==> src/rtl/abs_diff_pkg.sv <==
// abs_diff_pkg: shared types and helpers for the approximate |a-b| pipeline.
//   mode_e     : per-transaction approximation mode
//   ones       : w-bit all-ones mask in a MAX_W container
//   approx_fn  : exact result -> approximate result for a given mode
//   sat_inc    : w-bit saturating increment
// Helpers work on a MAX_W-bit container so one function serves every WIDTH;
// callers narrow the result back with a size cast.
package abs_diff_pkg;

  typedef enum logic [1:0] {
    MODE_EXACT = 2'd0,
    MODE_TRUNC = 2'd1,
    MODE_FORCE = 2'd2,
    MODE_CONST = 2'd3
  } mode_e;

  localparam int MAX_W = 32;

  function automatic logic [MAX_W-1:0] ones(input int w);
    // w=0 shifts everything out and yields an empty mask
    return {MAX_W{1'b1}} >> (MAX_W - w);
  endfunction

  function automatic logic [MAX_W-1:0] approx_fn(input logic [MAX_W-1:0] exact,
                                                 input mode_e mode,
                                                 input int drop,
                                                 input int width);
    logic [MAX_W-1:0] mask;
    logic [MAX_W-1:0] res;
    mask = ones(drop);
    res  = exact;
    case (mode)
      MODE_TRUNC: res = exact & ~mask;
      MODE_FORCE: res = exact | mask;
      MODE_CONST: res = ones(width);
      default:    res = exact;
    endcase
    return res;
  endfunction

  function automatic logic [MAX_W-1:0] sat_inc(input logic [MAX_W-1:0] v, input int w);
    return (v == ones(w)) ? v : v + MAX_W'(1);
  endfunction

endpackage

==> src/rtl/abs_diff_err_monitor.sv <==
// abs_diff_err_monitor: saturating error statistics for the result stream.
//   clk, rst  : clock, async active-high reset
//   xfer      : a result is transferred this cycle
//   err, flag : error magnitude and threshold-violation flag of that result
//   clear     : synchronous clear; a coincident transfer still counts
//   samples, viol, max_err : statistics since the last clear
module abs_diff_err_monitor
  import abs_diff_pkg::*;
#(
  parameter int WIDTH = 4,
  parameter int CNT_W = 16
) (
  input  logic             clk,
  input  logic             rst,
  input  logic             xfer,
  input  logic [WIDTH-1:0] err,
  input  logic             flag,
  input  logic             clear,
  output logic [CNT_W-1:0] samples,
  output logic [CNT_W-1:0] viol,
  output logic [WIDTH-1:0] max_err
);

  always_ff @(posedge clk or posedge rst) begin
    if (rst) begin
      samples <= '0;
      viol    <= '0;
      max_err <= '0;
    end else if (clear) begin
      // clear restarts the window; the transfer of this cycle opens it
      samples <= xfer ? CNT_W'(1) : '0;
      viol    <= (xfer && flag) ? CNT_W'(1) : '0;
      max_err <= xfer ? err : '0;
    end else if (xfer) begin
      samples <= CNT_W'(sat_inc(MAX_W'(samples), CNT_W));
      if (flag) viol <= CNT_W'(sat_inc(MAX_W'(viol), CNT_W));
      if (err > max_err) max_err <= err;
    end
  end

endmodule

==> src/rtl/abs_diff_approx_pipe.sv <==
// abs_diff_approx_pipe: 2-stage elastic |a-b| with selectable approximation
// and an on-line error monitor.
//   clk, rst                     : clock, async active-high reset
//   in_valid/in_ready, in_a/b    : operand handshake, unsigned WIDTH-bit
//   in_mode                      : mode_e for this transaction
//   out_valid/out_ready          : result handshake
//   out_diff, out_err_flag       : approximate result, err > ET
//   stat_clear, stat_*           : statistics clear and counters
module abs_diff_approx_pipe
  import abs_diff_pkg::*;
#(
  parameter int WIDTH    = 4,
  parameter int DROP_LSB = 1,
  parameter int ET       = 4,
  parameter int CNT_W    = 16
) (
  input  logic             clk,
  input  logic             rst,
  input  logic             in_valid,
  output logic             in_ready,
  input  logic [WIDTH-1:0] in_a,
  input  logic [WIDTH-1:0] in_b,
  input  logic [1:0]       in_mode,
  output logic             out_valid,
  input  logic             out_ready,
  output logic [WIDTH-1:0] out_diff,
  output logic             out_err_flag,
  input  logic             stat_clear,
  output logic [CNT_W-1:0] stat_samples,
  output logic [CNT_W-1:0] stat_viol,
  output logic [WIDTH-1:0] stat_max_err
);

  localparam int STAGES = 2;
  localparam logic [MAX_W-1:0] ET_U = MAX_W'(ET);

  typedef struct packed {
    logic [WIDTH-1:0]  a;
    logic [WIDTH-1:0]  b;
    mode_e             mode;
    logic signed [WIDTH:0] diff;
  } s1_t;

  logic [STAGES:1]  vld_pipe;
  s1_t              s1;
  logic [WIDTH-1:0] s2_err;
  logic             s1_adv, in_xfer, out_xfer;
  logic [WIDTH-1:0] exact, approx, err;
  logic             flag;

  assign out_valid = vld_pipe[2];
  assign s1_adv    = !vld_pipe[2] | out_ready;
  assign in_ready  = !vld_pipe[1] | s1_adv;
  assign in_xfer   = in_valid & in_ready;
  assign out_xfer  = vld_pipe[2] & out_ready;

  // Negative difference: b-a is the magnitude and fits in WIDTH bits;
  // otherwise the low WIDTH bits of diff already are the magnitude.
  assign exact  = s1.diff[WIDTH] ? (s1.b - s1.a) : s1.diff[WIDTH-1:0];
  assign approx = WIDTH'(approx_fn(MAX_W'(exact), s1.mode, DROP_LSB, WIDTH));
  assign err    = (approx >= exact) ? (approx - exact) : (exact - approx);
  assign flag   = MAX_W'(err) > ET_U;

  always_ff @(posedge clk or posedge rst) begin
    if (rst) begin
      vld_pipe     <= '0;
      s1           <= '0;
      out_diff     <= '0;
      out_err_flag <= 1'b0;
      s2_err       <= '0;
    end else begin
      if (in_ready) vld_pipe[1] <= in_valid;
      if (in_xfer)
        s1 <= '{a: in_a, b: in_b, mode: mode_e'(in_mode),
                diff: $signed({1'b0, in_a}) - $signed({1'b0, in_b})};
      if (s1_adv) begin
        vld_pipe[2] <= vld_pipe[1];
        if (vld_pipe[1]) begin
          out_diff     <= approx;
          out_err_flag <= flag;
          s2_err       <= err;
        end
      end
    end
  end

  abs_diff_err_monitor #(.WIDTH(WIDTH), .CNT_W(CNT_W)) u_mon (
    .clk     (clk),
    .rst     (rst),
    .xfer    (out_xfer),
    .err     (s2_err),
    .flag    (out_err_flag),
    .clear   (stat_clear),
    .samples (stat_samples),
    .viol    (stat_viol),
    .max_err (stat_max_err)
  );

endmodule

==> config.mk <==
export PLATFORM = sky130hd
export DESIGN_NAME = abs_diff_approx_pipe
export DESIGN_NICKNAME = d
export VERILOG_FILES = /design/src/rtl/abs_diff_pkg.sv /design/src/rtl/abs_diff_err_monitor.sv /design/src/rtl/abs_diff_approx_pipe.sv
export SDC_FILE = /design/constraint.sdc
export NUM_CORES = 1
export LEC_CHECK = 0
export ABC_CLOCK_PERIOD_IN_PS = 2800
export CORE_ASPECT_RATIO = 0.6
export CORE_MARGIN = 2
export CORE_UTILIZATION = 50
export CTS_BUF_LIST = sky130_fd_sc_hd__clkbuf_8
export CTS_CLUSTER_DIAMETER = 80
export DETAILED_ROUTE_END_ITERATION = 12
export GPL_ROUTABILITY_DRIVEN = 1
export HOLD_SLACK_MARGIN = 0.05
export MAX_ROUTING_LAYER = met4
export PLACE_DENSITY = 0.78
export SYNTH_ARGS = -nofsm -noshare
export SYNTH_HDL_FRONTEND = slang
export SYNTH_SLANG_ARGS = --single-unit
export TNS_END_PERCENT = 100
==> constraint.sdc <==
create_clock -name clk -period 2.8 [get_ports clk]
set_input_delay 0.84 -clock clk [delete_from_list [all_inputs] [get_ports clk]]
set_output_delay 0.84 -clock clk [all_outputs]
set_load 0.005 [all_outputs]
==> impl_metrics.py <==
metrics = {
    "outcome": {
        "status": "finished with violations",
        "violations": "setup timing",
    },
    "timing": {
        "min_period_ns": 2.92,
        "fin_ws_ns": -0.121,
        "rsz0062_at_grt": "true",
        "setup_viol": 1,
        "fin_crit_sh_pct": 104,
        "max-slew-margin-rel_pct": 66.0,
        "fin_skew_ns": 0.00777,
        "hold_viol": 0,
        "finalMaxSlewViolations": 0,
        "worst_slew_pin_slew_ns": 0.509,
        "tns_ns": -0.121,
        "fmax_mhz": 342,
    },
    "setup_path": {
        "reg2reg_to": "out_err_flag",
        "cp_data_required_time_ns": 3.06,
        "reg2reg_from": "s1[7]",
        "r2r_setup_slack_ns": -0.12,
        "crit_type": "reg -> reg",
        "startpoint_type": "flop",
        "cp.arrival_ns": 3.18,
        "critPathMaxFanout": 4,
        "rr_worst_depth": 12,
        "cp-end-kind": "flop",
    },
    "drt": {
        "remaining_drc_errors": 0,
        "vias_per_cell": 5.47,
        "num_vias": 3013,
        "drt_iter0_drc": 94,
        "postRouteAntennaNets": 0,
        "wl_per_cell_um": 14.7,
        "wirelength_um": 8130,
        "dr.pass1.iters": 4,
    },
    "clocking": {
        "clock_sinks": 62,
        "ctsHtreeMaxLevel": 3,
        "clk_latency_ns": 0.35,
        "clock-root-buffer": "clkbuf_8",
        "cts.path.max_buffers": 2,
        "cts_tree": "done",
        "cts_made_buffers": 9,
        "cts_hold_buf": 0,
        "path_clk_slew_ns": 0.07,
    },
    "global_route": {
        "grt_usage_pct": 22.5,
        "first_global_vias": 3028,
        "antenna_found_initial": 0,
        "grt_max_degree": 63,
        "grt-ovfl-total": 0,
        "grt_pass1_wl_um": 14100,
    },
    "finish": {
        "fin_cells": 551,
        "finish.instance_area_mm2": 0.00485,
        "layout_commonest_cell": "dfrtp_1",
        "layout_common_cells": "dfrtp_1, clkdlybuf4s50_1, nand2_1",
        "syn_to_final_growth_pct": 31.9,
        "layout-drive-gt1-share_pct": 19.8,
        "n_antenna_cell": 0,
        "layout.nets": 494,
    },
    "die": {
        "die-area_mm2": 0.00808,
        "die_y_um": 70.5,
        "die_w_um": 115,
        "num_rows": 24,
        "core-area_mm2": 0.00721,
        "initial_utilization_pct": 51.1,
        "ios": 58,
    },
    "hold_path": {
        "min_path_cells": 2,
        "min_to": "out_diff[1]",
        "hold_class": "reg -> reg",
        "hp-start": "out_diff[1]",
    },
    "yosys": {
        "syn_area_per_cell_um2": 9.89,
        "async_flop_share_pct": 100,
        "synthCells": 372,
        "synth_ff_type": "dfrtp_1",
        "yosys_warnings": 0,
        "synth_edf_count": 0,
        "yosysUniqueCellTypes": 62,
        "yosysSeqAreaShare_pct": 42.2,
        "ys_seq_elements": 62,
        "syn_area_mm2": 0.00368,
        "syn_nets": 411,
    },
    "pwr": {
        "leakage_nw": 2.10,
        "power.density_mw_per_mm2": 686,
        "ir_worst_vdd_v": 0.000351,
    },
    "job": {
        "drv_cap": 0,
    },
    "place": {
        "place_congestion": 0.873,
        "dpl.hpwl_um": 5840,
        "dp.cells": 530,
        "dpl_cell_area_mm2": 0.00452,
        "port_buffers": 57,
    },
}
[synth_stat cells (4+ instances only)]
library cell	instances	area, um^2
dfrtp_1	62	1550
nand2_1	39	146
nor2_1	32	120
o21ai_0	23	115
inv_1	22	82.6
ha_1	20	250
a21oi_1	17	85.1
xor2_1	13	114
xnor2_1	12	105
and3_1	9	56.3
clkbuf_1	7	26.3
nand3_1	7	35.0
mux2_2	6	67.6
nor2b_1	6	37.5
o211ai_1	6	45.0
mux2i_1	5	50.1
nand4_1	5	31.3
a22o_1	4	35.0
a31oi_1	4	25.0
fa_1	4	80.1
o21a_1	4	30.0
o21ai_1	4	20.0
[critical path, cell delays in order (launching register included)]
cell and delay [ns]:
dfrtp_1 0.38, inv_1 0.06, ha_2 0.18, inv_2 0.04, fa_2 0.43, mux2_4 0.32
a21oi_4 0.22, fa_2 0.27, a21boi_4 0.20, o21ai_2 0.07, mux2_4 0.30, a211o_1 0.25
o211ai_1 0.09
[layout make-up]
type                       count  area (um^2)
clock inverter                 5         35.0
inverter                      22         82.6
fill                         560         2350
clock buffer                  11          151
tap                           91          114
sequential                    62         1550
timing repair buffer          83          777
multi-input combinational    277         2140
[registers in the layout (all words and copies together), names as in the netlist]
register / flops
s1: 15
vld_pipe: 2
s2_err: 4
u_mon.viol: 16
out_err_flag: 1
u_mon.samples: 16
u_mon.max_err: 4
out_diff: 4
[how the worst max path moves through the flow]
stage	start	endpoint	cells past startpoint
final	s1[7]	out_err_flag	12
after global placement	s1[7]	out_err_flag	12
after detailed placement	s1[7]	out_err_flag	12
after global routing	s1[7]	out_err_flag	13
after floorplan	s1[8]	out_err_flag	12
after CTS	s1[12]	out_err_flag	13
[per-layer routing]
layer | up-vias | wire length, um | track usage [%]
li1 | 1487 | - | -
met1 | 1450 | 3880 | 30.0
met2 | 66 | 3770 | 34.5
met3 | 10 | 379 | 6.25
met4 | 0 | 87 | 5.35
met5 | - | 0 | -
[per-stage QoR]
step / util, % / hold WS [ns] / total power, mW / worst slack, ns
2_1_floorplan: - / 0.442 / 1.92 / -0.0600
3_3_place_gp: 62.7 / 0.456 / 2.30 / -0.0754
3_5_place_dp: 62.7 / 0.473 / 2.35 / -0.232
4_1_cts: 66.3 / 0.489 / 3.21 / -0.0944
5_1_grt: 67.4 / 0.515 / 3.58 / -0.245
6_report: 67.4 / 0.484 / 3.33 / -0.121
[power by group]
group	total, mW	switching (mW)	internal, mW
clock network	0.738	0.371	0.367
logic	1.46	0.670	0.790
registers	1.13	0.110	1.02
[what timing repair did]
action | 4_1_cts | 5_1_grt
gates resized for setup | 16 | 14
setup buffers | 1 | 4
gates cloned | 0 | 0
pin swaps | 9 | 11
hold endpoints to repair | 0 | 0
setup endpoints to repair | 4 | 4
[logic make-up after synthesis]
family	synth area share [%]
compound gates	15.2
simple gates	20.1
fa+ha+maj	8.98
mux	3.81
xor+xnor	5.95
flops	42.2
buf+inv	3.84
Power figures use the tool's default switching activity.
